### config.mk
export PLATFORM = sky130hd
export DESIGN_NAME = sort_unloader
export DESIGN_NICKNAME = d
export VERILOG_FILES = /design/src/rtl/sort_unloader.sv
export SDC_FILE = /design/constraint.sdc
export NUM_CORES = 2
export LEC_CHECK = 0
export ABC_CLOCK_PERIOD_IN_PS = 130400
export BUFFER_PORTS_ARGS = -buffer_cell sky130_fd_sc_hd__buf_2
export CAP_MARGIN = 20
export CORE_UTILIZATION = 44
export DETAILED_ROUTE_END_ITERATION = 7
export PLACE_DENSITY = 0.69
export SLEW_MARGIN = 20
export SYNTH_ARGS = -nofsm -noshare
export SYNTH_HDL_FRONTEND = slang
export SYNTH_SLANG_ARGS = --single-unit
### constraint.sdc
create_clock -name clk -period 130.4 [get_ports clk]
set_clock_uncertainty 0.2 [all_clocks]
set_input_delay 26.08 -clock clk [delete_from_list [all_inputs] [get_ports clk]]
set_output_delay 26.08 -clock clk [all_outputs]
set_load 0.01 [all_outputs]
### src/rtl/sort_unloader.sv
// rtl/sort_unloader.sv - ping-pong buffered serializer for sorted batches from the bitonic network
module sort_unloader #(
  parameter int LOG_INPUT     = 5,
  parameter int DATA_WIDTH    = 32,
  parameter bit ASCENDING_OUT = 1'b1
) (
  input  logic                                  clk,
  input  logic                                  rst,
  input  logic                                  in_valid,
  input  logic [DATA_WIDTH*(2**LOG_INPUT)-1:0]  in_data,
  output logic                                  out_valid,
  input  logic                                  out_ready,
  output logic [DATA_WIDTH-1:0]                 out_data,
  output logic [LOG_INPUT-1:0]                  out_index,
  output logic                                  out_last,
  output logic                                  overflow,
  output logic                                  busy
);

  localparam int N = 2 ** LOG_INPUT;

  // Occupancy doubles as the FSM state: number of batches held.
  typedef enum logic [1:0] {
    EMPTY  = 2'd0,
    DRAIN1 = 2'd1,
    DRAIN2 = 2'd2
  } state_t;

  state_t                        r_state;
  logic                          r_wr_ptr;
  logic                          r_rd_ptr;
  logic                          r_overflow;
  logic [LOG_INPUT-1:0]          r_idx;
  logic [DATA_WIDTH*N-1:0]       r_slot [2];

  logic                          w_valid;
  logic                          w_xfer;
  logic                          w_final;
  logic                          w_accept;
  logic [LOG_INPUT-1:0]          w_index;
  logic [DATA_WIDTH*N-1:0]       w_rd_slot;
  logic [DATA_WIDTH-1:0]         w_words [N];

  assign w_valid  = (r_state != EMPTY);
  assign w_xfer   = w_valid && out_ready;
  assign w_final  = w_xfer && (&r_idx);
  // When full, the slot freed by a final transfer is exactly the one wr_ptr points at.
  assign w_accept = in_valid && ((r_state != DRAIN2) || w_final);

  // Batch storage; contents are don't-care until captured, so no reset.
  always_ff @(posedge clk) begin
    if (!rst && w_accept) begin
      r_slot[r_wr_ptr] <= in_data;
    end
  end

  // Pointers, emission counter, occupancy state and sticky overflow.
  always_ff @(posedge clk) begin
    if (rst) begin
      r_state    <= EMPTY;
      r_wr_ptr   <= 1'b0;
      r_rd_ptr   <= 1'b0;
      r_idx      <= '0;
      r_overflow <= 1'b0;
    end else begin
      if (w_accept) begin
        r_wr_ptr <= ~r_wr_ptr;
      end
      if (in_valid && !w_accept) begin
        r_overflow <= 1'b1;
      end
      if (w_xfer) begin
        r_idx <= r_idx + 1'b1;
      end
      if (w_final) begin
        r_rd_ptr <= ~r_rd_ptr;
      end
      case ({w_accept, w_final})
        2'b10: begin
          case (r_state)
            EMPTY:   r_state <= DRAIN1;
            DRAIN1:  r_state <= DRAIN2;
            default: r_state <= r_state;
          endcase
        end
        2'b01: begin
          case (r_state)
            DRAIN2:  r_state <= DRAIN1;
            DRAIN1:  r_state <= EMPTY;
            default: r_state <= r_state;
          endcase
        end
        default: r_state <= r_state;
      endcase
    end
  end

  // Unpack the draining slot into words for indexed selection.
  always_comb begin
    w_rd_slot = r_slot[r_rd_ptr];
    for (int i = 0; i < N; i++) begin
      w_words[i] = w_rd_slot[i*DATA_WIDTH +: DATA_WIDTH];
    end
  end

  // Emission order: descending is the bitwise complement of the counter (N-1-idx).
  always_comb begin
    w_index = '0;
    if (w_valid) begin
      w_index = ASCENDING_OUT ? r_idx : ~r_idx;
    end
  end

  assign out_valid = w_valid;
  assign out_index = w_index;
  assign out_data  = w_valid ? w_words[w_index] : '0;
  assign out_last  = w_valid && (&r_idx);
  assign overflow  = r_overflow;
  assign busy      = w_valid;

endmodule

==> impl_metrics.py <==
metrics = {
    "die": {
        "placementRows": 155,
        "start_util_pct": 44.3,
        "ios": 1069,
        "die_h_um": 426,
        "die_w_um": 426,
        "core_um2": 179000,
        "die_area_um2": 182000,
    },
    "logic_synthesis": {
        "synth-compound-area-share_pct": 5.02,
        "synth.cell_area_um2": 79200,
        "yosysUniqueCellTypes": 51,
        "synth_top_area_share_pct": 77.7,
        "synthArstFlopShare_pct": 0,
        "synth_seq_cells": 2059,
        "synth_top_family_by_area": "multiplexers",
        "synth_edf_count": 2048,
        "ys.warnings.count": 0,
        "synth_mux_area_share_pct": 10.5,
        "synth.yosys.seq_area_share_pct": 77.9,
        "syn_nets": 5177,
        "synth_fa_ha_area_share_pct": 0.0316,
        "yosys.area.top_type": "edfxtp_1",
        "synth_ff_type": "edfxtp_1",
        "synthSimpleGateAreaFrac_pct": 4.87,
        "syn-instance-count": 4147,
        "synth.top_cells.by_area": "edfxtp_1 78%, mux4_2 9.1%, nand2_1 1.3%",
        "synth_xor_area_share_pct": 0.0553,
        "syn-mean-instance-area_um2": 19.1,
    },
    "cts": {
        "cts_tree": "yes",
        "postCtsHoldBufs": 0,
        "clockRootBuffer": "clkbuf_16",
        "post-cts-setup-buffers": 0,
        "post_cts_resized": 0,
        "clk_latency_ns": 0.86,
        "h-tree-depth": 4,
        "clock_sinks": 2059,
        "clk_pin_slew_ns": 0.06,
        "cts_buffer_depth": 3,
        "cts_inserted_buffers": 203,
    },
    "grt": {
        "grt_usage_pct": 26.1,
        "grt_max_degree": 182,
        "grt_pass1_vias": 45100,
        "antenna_found_initial": 233,
        "grt_pass1_wl_um": 331000,
        "overflow": 0,
    },
    "run_status": {
        "status": "finished, final reports clean",
    },
    "pwr": {
        "leakage_nw": 31.0,
        "cellPowerDensity_nw_per_um2": 15.1,
        "power_frac_seq_pct": 54.4,
        "switching_share_pct": 21.8,
        "clkPwrFrac_pct": 40.1,
        "pwr-share-comb_pct": 5.6,
        "vdd_drop_max_mv": 0.0126,
        "internal-power_w": 0.00111,
        "p_switching_w": 0.000308,
    },
    "worst_setup_path": {
        "timing.rr.start": "r_idx[1]",
        "slowest_stage": "buf_4",
        "cp_max_fo": 71,
        "required_ns": 104.12,
        "cp_common_cell": "buf_4",
        "crit_type": "register to primary output",
        "worst_setup_path_end_kind": "primary output",
        "path_cells": "buf_4, buf_4, buf_4, buf_4, buf_4, mux4_2, mux2i_1, nor2_1, or4b_1, buf_2",
        "critPathArrivalTime_ns": 7.51,
        "crit_path_start_kind": "register",
        "critical_path.max_stage_delay_ns": 0.92,
    },
    "finish": {
        "most-common-layout-cells": "2,048 x edfxtp_1, 1,068 x buf_2, 320 x mux4_2, 280 x nand2_1, 205 x clkbuf_16",
        "layout_commonest_cell": "edfxtp_1",
        "nNetsFinal": 6244,
        "drive_gt1_share_pct": 33.3,
        "area_growth_pct": 18.4,
        "final_core_util_pct": 52.5,
    },
    "min_path": {
        "hold_start": "r_rd_ptr",
        "min_path_type": "register to register",
    },
    "sta": {
        "finalSetupTns_ns": 0,
        "rsz0062_at_grt": "false",
        "worst_pin_slew_ns": 1.29,
        "setup_viol": 0,
        "max-slew-margin-rel_pct": 13.7,
        "clock.fmax_mhz": 29.6,
        "period_share_pct": 25.9,
        "drv_slew": 0,
        "fin_crit_ns": 33.79,
        "hold_viol": 0,
    },
    "detailed_routing": {
        "num_vias": 46400,
        "post_drt_wl_per_cell_um": 31.0,
        "ant_nets": 0,
        "wirelength_um": 245000,
        "drtIter0Drc": 6004,
        "drcViolationCount": 0,
        "via_per_inst": 5.87,
        "drt_pass1_iterations": 8,
    },
    "place": {
        "globalplace.congestion": 0.862,
        "io_buffers": 1068,
        "detailed_place_hpwl_um": 168000,
    },
    "run": {
        "maxCapViolations": 0,
    },
}
power by group through the flow:
stage	Clock (W)	Combinational (W)	Sequential (W)
after global placement	0	0.0000766	0.000781
after detailed placement	0	0.0000784	0.000782
after global routing	0.000598	0.0000830	0.000770
after CTS	0.000573	0.0000788	0.000768
final	0.000566	0.0000786	0.000768
after floorplan	0	0.0000353	0.000861
registers in the layout (all words and copies together) (netlist names), named ones only:
name	count
r_state	2
r_wr_ptr	1
r_idx	5
r_rd_ptr	1
overflow	1
r_slot	2048
through the flow:
| step | setup WS (ns) | hold slack (ns) | instance area, µm² | std cells | power [W] |
|---|---|---|---|---|---|
| final | 96.61 | 0.324 | 93800 | 7896 | 0.00141 |
| after global routing | 96.04 | 0.379 | 93700 | 7850 | 0.00145 |
| after CTS | 96.40 | 0.325 | 93400 | 7729 | 0.00142 |
| after detailed placement | 97.40 | 0.305 | 87000 | 7364 | 0.000860 |
| after global placement | 97.44 | 0.285 | 87000 | 7364 | 0.000857 |
| after floorplan | 26.54 | 0.272 | 79200 | 4147 | 0.000897 |
path summary, 6_finish.rpt:
path                          to  slack [ns]  depth (start not counted)
setup / recovery    out_data[20]       96.61                         10
hold / removal          r_rd_ptr        0.32                          2
setup reg to reg  r_slot[0][192]      123.23                         12
hold reg to reg         r_rd_ptr        0.32                          2
worst max-delay path: cells and delay by family, from the launching register on:
family | cells | cell delay [ns]
buffers and inverters | 6 | 4.08
DFF | 1 | 0.69
muxes | 2 | 0.97
and+or+nand+nor | 2 | 0.68
synth_stat cells, types with 34 or more instances:
master and number:
edfxtp_1 2048, nand3b_1 39, a211oi_1 107, and3_1 40
o21ai_0 85, mux2i_1 66, nor2_1 105, clkbuf_1 124
nand2b_1 34, o2111ai_1 39, a21oi_1 168, mux4_2 320
buf_2 107, nand3_1 180, nor3b_1 35, mux2_2 39
nand2_1 280
cells by family (layout without fill, tap and decap cells):
logic type	count (synthesis)	in the layout
other	0	167
adders and majority gates	2	2
buffers and inverters	277	1504
and+or+nand+nor	775	775
DFF	2059	2059
muxes	425	425
xor gates and xnor gates	5	5
AOI/OAI and AO/OA	604	604
per-layer routing:
metal / track usage (%) / routed length (µm) / vias to the layer above
met5: 0 / 367 / -
met4: 16.4 / 14400 / 56
met3: 5.70 / 21600 / 594
met2: 42.1 / 121000 / 2703
met1: 32.0 / 87900 / 23700
li1: - / - / 19300
area by class of cell:
type | count | area [µm²]
tap | 2355 | 2950
sequential | 2059 | 61700
multi-input combinational | 1811 | 16300
clock buffer | 259 | 5330
antenna | 167 | 418
timing repair buffer | 1134 | 5980
fill | 14200 | 84800
inverter | 5 | 36.3
clock inverter | 106 | 1040
Power figures use the tool's default switching activity.
